===== src/rtl/cdc_status_arbiter.sv =====
// rtl/cdc_status_arbiter.sv - round-robin sharer of the 8-bit status CDC channel
//
// Purpose:
//   Source-domain arbiter. It grants one of N_REQ requesters at a time and
//   places {id[1:0], payload[5:0]} on the CDC data input. It then holds that
//   word for HOLD_CYCLES source clocks, so the slow destination side always
//   samples a coherent multi-bit value without needing a handshake.
//
// Ports:
//   clk_i       source-domain clock
//   rst_ni      asynchronous active-low reset
//   req_i       per-requester level request, held until its gnt_o pulse
//   payload_i   6-bit payload of requester k on bits [6k+5:6k]
//   gnt_o       one-hot single-cycle grant pulse
//   cdc_data_o  {id, payload} to the CDC block's source-domain data register
//   busy_o      high while a word is being held

module cdc_status_arbiter #(
    parameter int N_REQ       = 4,
    parameter int HOLD_CYCLES = 8
) (
    input  logic               clk_i,
    input  logic               rst_ni,
    input  logic [N_REQ-1:0]   req_i,
    input  logic [6*N_REQ-1:0] payload_i,
    output logic [N_REQ-1:0]   gnt_o,
    output logic [7:0]         cdc_data_o,
    output logic               busy_o
);

    localparam int CNT_W = (HOLD_CYCLES > 2) ? $clog2(HOLD_CYCLES) : 1;

    localparam logic [0:0] ST_IDLE = 1'b0;
    localparam logic [0:0] ST_HOLD = 1'b1;

    logic [0:0]       state_q, state_d;
    logic [1:0]       rr_ptr_q, rr_ptr_d;
    logic [CNT_W-1:0] cnt_q, cnt_d;
    logic [N_REQ-1:0] gnt_q, gnt_d;
    logic [7:0]       data_q, data_d;
    logic             busy_q, busy_d;

    always_comb begin
        int  idx;
        logic found;
        idx      = 0;
        found    = 1'b0;
        state_d  = state_q;
        rr_ptr_d = rr_ptr_q;
        cnt_d    = cnt_q;
        gnt_d    = '0;
        data_d   = data_q;
        busy_d   = busy_q;

        case (state_q)
            ST_IDLE: begin
                // Scan starting just after the last winner; the first hit wins.
                for (int i = 1; i <= N_REQ; i++) begin
                    idx = (int'(rr_ptr_q) + i) % N_REQ;
                    if (!found && req_i[idx]) begin
                        found       = 1'b1;
                        gnt_d[idx]  = 1'b1;
                        data_d      = {idx[1:0], payload_i[6*idx +: 6]};
                        rr_ptr_d    = idx[1:0];
                        cnt_d       = CNT_W'(HOLD_CYCLES - 1);
                        state_d     = ST_HOLD;
                        busy_d      = 1'b1;
                    end
                end
            end
            ST_HOLD: begin
                // Requests and payloads are ignored here; the word stays put.
                if (cnt_q == '0) begin
                    state_d = ST_IDLE;
                    busy_d  = 1'b0;
                end else begin
                    cnt_d = cnt_q - CNT_W'(1);
                end
            end
            default: begin
                state_d = ST_IDLE;
                busy_d  = 1'b0;
            end
        endcase
    end

    always_ff @(posedge clk_i or negedge rst_ni) begin
        if (!rst_ni) begin
            state_q  <= ST_IDLE;
            // Pointing at the last index makes requester 0 win first.
            rr_ptr_q <= 2'(N_REQ - 1);
            cnt_q    <= '0;
            gnt_q    <= '0;
            data_q   <= 8'h00;
            busy_q   <= 1'b0;
        end else begin
            state_q  <= state_d;
            rr_ptr_q <= rr_ptr_d;
            cnt_q    <= cnt_d;
            gnt_q    <= gnt_d;
            data_q   <= data_d;
            busy_q   <= busy_d;
        end
    end

    assign gnt_o      = gnt_q;
    assign cdc_data_o = data_q;
    assign busy_o     = busy_q;

endmodule


===== config.mk =====
export PLATFORM = sky130hd
export DESIGN_NAME = cdc_status_arbiter
export DESIGN_NICKNAME = d
export VERILOG_FILES = /design/src/rtl/cdc_status_arbiter.sv
export SDC_FILE = /design/constraint.sdc
export NUM_CORES = 1
export LEC_CHECK = 0
export ABC_AREA = 1
export CORE_UTILIZATION = 53
export CTS_BUF_LIST = sky130_fd_sc_hd__clkbuf_4 sky130_fd_sc_hd__clkbuf_8
export DETAILED_ROUTE_END_ITERATION = 8
export HOLD_SLACK_MARGIN = 0.05
export PLACE_DENSITY = 0.83
export RECOVER_POWER = 50
export SLEW_MARGIN = 20
export SYNTH_ARGS = -nofsm -noshare
export SYNTH_HDL_FRONTEND = slang
export SYNTH_SLANG_ARGS = --single-unit

===== constraint.sdc =====
create_clock -name clk_i -period 3.09 [get_ports clk_i]
set_input_delay 0.618 -clock clk_i [delete_from_list [all_inputs] [get_ports clk_i]]
set_output_delay 0.618 -clock clk_i [all_outputs]
set_load 0.03 [all_outputs]

==> impl_metrics.py <==
metrics = {
    "synth": {
        "netlist.area_leader.share_pct": 20.8,
        "yosysWarnings": 0,
        "synth_edf_count": 0,
        "synth.most_common_cell": "nand2_1",
        "synth_top_area_cell": "dfrtp_1",
        "seq_area_frac_synth_pct": 23.4,
        "synth_cell_type_count": 33,
        "synthFlopType": "dfrtp_1",
        "ys_top_cells_by_area": "dfrtp_1 (21%), nand2_1 (20%), nand3_1 (16%), ha_1 (6.7%), inv_1 (4.4%)",
        "syn_inst": 319,
        "async_flop_share_pct": 100,
        "synth-seq-cells": 19,
        "syn-num-nets": 360,
        "synth_common_cells": "nand2_1 (110), nand3_1 (65), inv_1 (24)",
        "avgSynthCellArea_sq_um": 6.41,
        "synthesis.area_sq_um": 2040,
    },
    "sta": {
        "hold_viol": 0,
        "fin_setup_tns_ns": 0,
        "setup_violations": 0,
        "worstMarginPinSlew_ns": 0.842,
        "rsz0062_at_grt": "false",
        "fmax_mhz": 348,
        "clock_skew_ns": 0.00521,
        "post-route-min-period_ns": 2.87,
        "finalCritPeriodShare_pct": 92.9,
        "slew_headroom_pct": 43.7,
        "timing.final.max_slew_violations": 0,
    },
    "placed_design": {
        "io_buffers": 42,
        "place_congestion": 0.923,
        "dpl.hpwl_microns": 4110,
    },
    "clock_network": {
        "cts_setup_buffers": 0,
        "htree_levels": 1,
        "numCtsBuffers": 3,
        "cts_hold_buf": 0,
        "cts_tree": "built",
        "cts_sinks": 19,
        "clockRootBuffer": "clkbuf_8",
        "cts_resized": 0,
        "insertion_delay_ns": 0.25,
        "cts_buffer_depth": 2,
        "clkTransAtPathRegs_ns": 0.07,
    },
    "floorplanning": {
        "initial_core_util_pct": 55.4,
        "die_y_microns": 64.1,
        "io_pins": 43,
        "die_w_microns": 64.1,
        "core-area_sq_um": 3690,
        "num_rows": 22,
        "dieArea_sq_um": 4110,
    },
    "setup_path": {
        "crit_chain": "inv_2 -> ha_1 -> inv_1 -> nand3_2 -> nand2_4 -> nand2_2 -> ha_1 -> inv_1 -> nand2_1 -> nand3_1 -> nand2_1 -> nand2_1 -> nand2_1 -> nand3_1 -> nand2_1 -> nor2_1 -> a21oi_2",
        "cp_top_family": "simple AND/OR/NAND/NOR gates",
        "cp_slowest_cell": "dfstp_2",
        "path_max_fanout": 12,
        "cp.required_ns": 3.24,
        "cp-startpoint": "rr_ptr_q[0]",
        "endpoint_kind": "flip-flop",
        "critical_path_arrival_ns": 3.02,
        "start_kind": "flip-flop",
        "critical_path_class": "reg -> reg",
        "r2r_start": "rr_ptr_q[0]",
        "critPathMaxStageDelay_ns": 0.54,
        "path_common_cell": "nand2_1",
        "critPathBufInv": 3,
    },
    "route": {
        "drt-initial-drc-count": 301,
        "vias": 2298,
        "firstDrtPassIters": 5,
        "ant_nets": 0,
        "drt-total-wl_microns": 5460,
        "drc": 0,
        "via_per_inst": 5.51,
        "wire_per_inst_microns": 13.1,
    },
    "global_routing": {
        "grt_max_degree": 20,
        "grt_pass1_vias": 2144,
        "grt_usage_pct": 27.5,
        "grt_pass1_wl_microns": 9000,
        "antenna_found_initial": 0,
        "grt-ovfl-total": 0,
    },
    "final_layout": {
        "diodes": 0,
        "area_delta_synth_final_pct": 27.4,
        "drive_above_1_share_pct": 13.3,
        "fin_nets": 411,
    },
    "run_status": {
        "status": "completed",
    },
    "min_path": {
        "hp-start": "busy_o",
        "hold_class": "reg -> reg",
    },
    "flow_run": {
        "drv_cap": 0,
    },
}
## worst paths after layout
| kind | end | slack [ns] | cells past startpoint |
|---|---|---|---|
| worst max-delay path | cdc_data_o[1] | 0.22 | 17 |
| worst min-delay path | busy_o | 0.50 | 1 |
| worst max register to register | cdc_data_o[1] | 0.22 | 17 |
| worst min register to register | busy_o | 0.50 | 1 |
| max in group asynchronous | gnt_o[0] | 1.66 | 1 |
| min in group asynchronous | cdc_data_o[3] | 0.91 | 1 |
## cells in the final DEF (no fill, tap or decap)
| master | synthesis | final |
|---|---|---|
| dfrtp_1 | 17 | 17 |
| ha_1 | 11 | 11 |
| or2_2 | 2 | 2 |
| nand4_1 | 2 | 2 |
| nor2_8 | 1 | 1 |
| nand3_4 | 2 | 2 |
| clkinv_1 | 1 | 1 |
| o221ai_1 | 1 | 1 |
| buf_4 | 2 | 13 |
| and2_1 | 2 | 2 |
| nand2_2 | 7 | 7 |
| nand4_2 | 1 | 1 |
| clkbuf_4 | 0 | 1 |
| clkbuf_8 | 0 | 3 |
| dfstp_2 | 2 | 2 |
| o21ai_0 | 8 | 8 |
| dlygate4sd3_1 | 0 | 7 |
| o22ai_1 | 3 | 3 |
| a41oi_1 | 1 | 1 |
| nand2_1 | 110 | 110 |
| a21oi_2 | 2 | 2 |
| inv_1 | 24 | 24 |
| nand3_2 | 6 | 6 |
| a31oi_1 | 3 | 3 |
| inv_2 | 3 | 3 |
| clkinv_2 | 1 | 1 |
| nor2_4 | 1 | 1 |
| nand3_1 | 65 | 65 |
| clkdlybuf4s50_1 | 0 | 35 |
| a21oi_1 | 14 | 14 |
| nor2_1 | 15 | 15 |
| nand2_4 | 3 | 3 |
| o32a_1 | 1 | 1 |
| o21ai_2 | 1 | 1 |
## cell families (layout without fill, tap and decap cells)
logic type | after synthesis | after routing | synth area share (%)
compound gates | 34 | 34 | 9.86
fa+ha+maj | 11 | 11 | 6.74
buf+inv | 38 | 88 | 8.69
flops | 19 | 19 | 23.4
simple gates | 217 | 217 | 51.3
## final cells by class
cell class | count | area [sq um]
Clock buffer | 4 | 48.8
Fill cell | 344 | 1090
Inverter | 29 | 110
Multi-Input combinational cell | 262 | 1390
Sequential cell | 19 | 478
Tap cell | 48 | 60.1
Timing Repair Buffer | 55 | 518
## registers in the layout, indices dropped and copies added, names as in the netlist
signal,flops
cdc_data_o,8
rr_ptr_q,2
busy_o,1
gnt_o,4
cnt_q,3
state_q,1
## stage by stage
step | instances | worst slack [ns] | area (sq um) | hold slack (ns) | utilization (%)
5_1_grt | 417 | 0.0203 | 2600 | 0.534 | 70.6
3_5_place_dp | 413 | 0.129 | 2550 | 0.495 | 69.2
2_1_floorplan | 319 | 0.350 | 2040 | 0.322 | -
3_3_place_gp | 413 | 0.225 | 2550 | 0.484 | 69.2
6_report | 417 | 0.220 | 2600 | 0.503 | 70.6
4_1_cts | 417 | 0.246 | 2600 | 0.508 | 70.6
## layer usage
layer / GRT usage (%) / routed length [microns] / vias to the layer above
met4: 7.78 / 121 / 0
met5: 0 / 0 / -
li1: - / - / 1153
met3: 4.29 / 368 / 16
met2: 49.2 / 2630 / 101
met1: 34.0 / 2340 / 1028
Power is not shown: default switching activity piles up to over one toggle a cycle in this logic, so the estimate is an artifact.
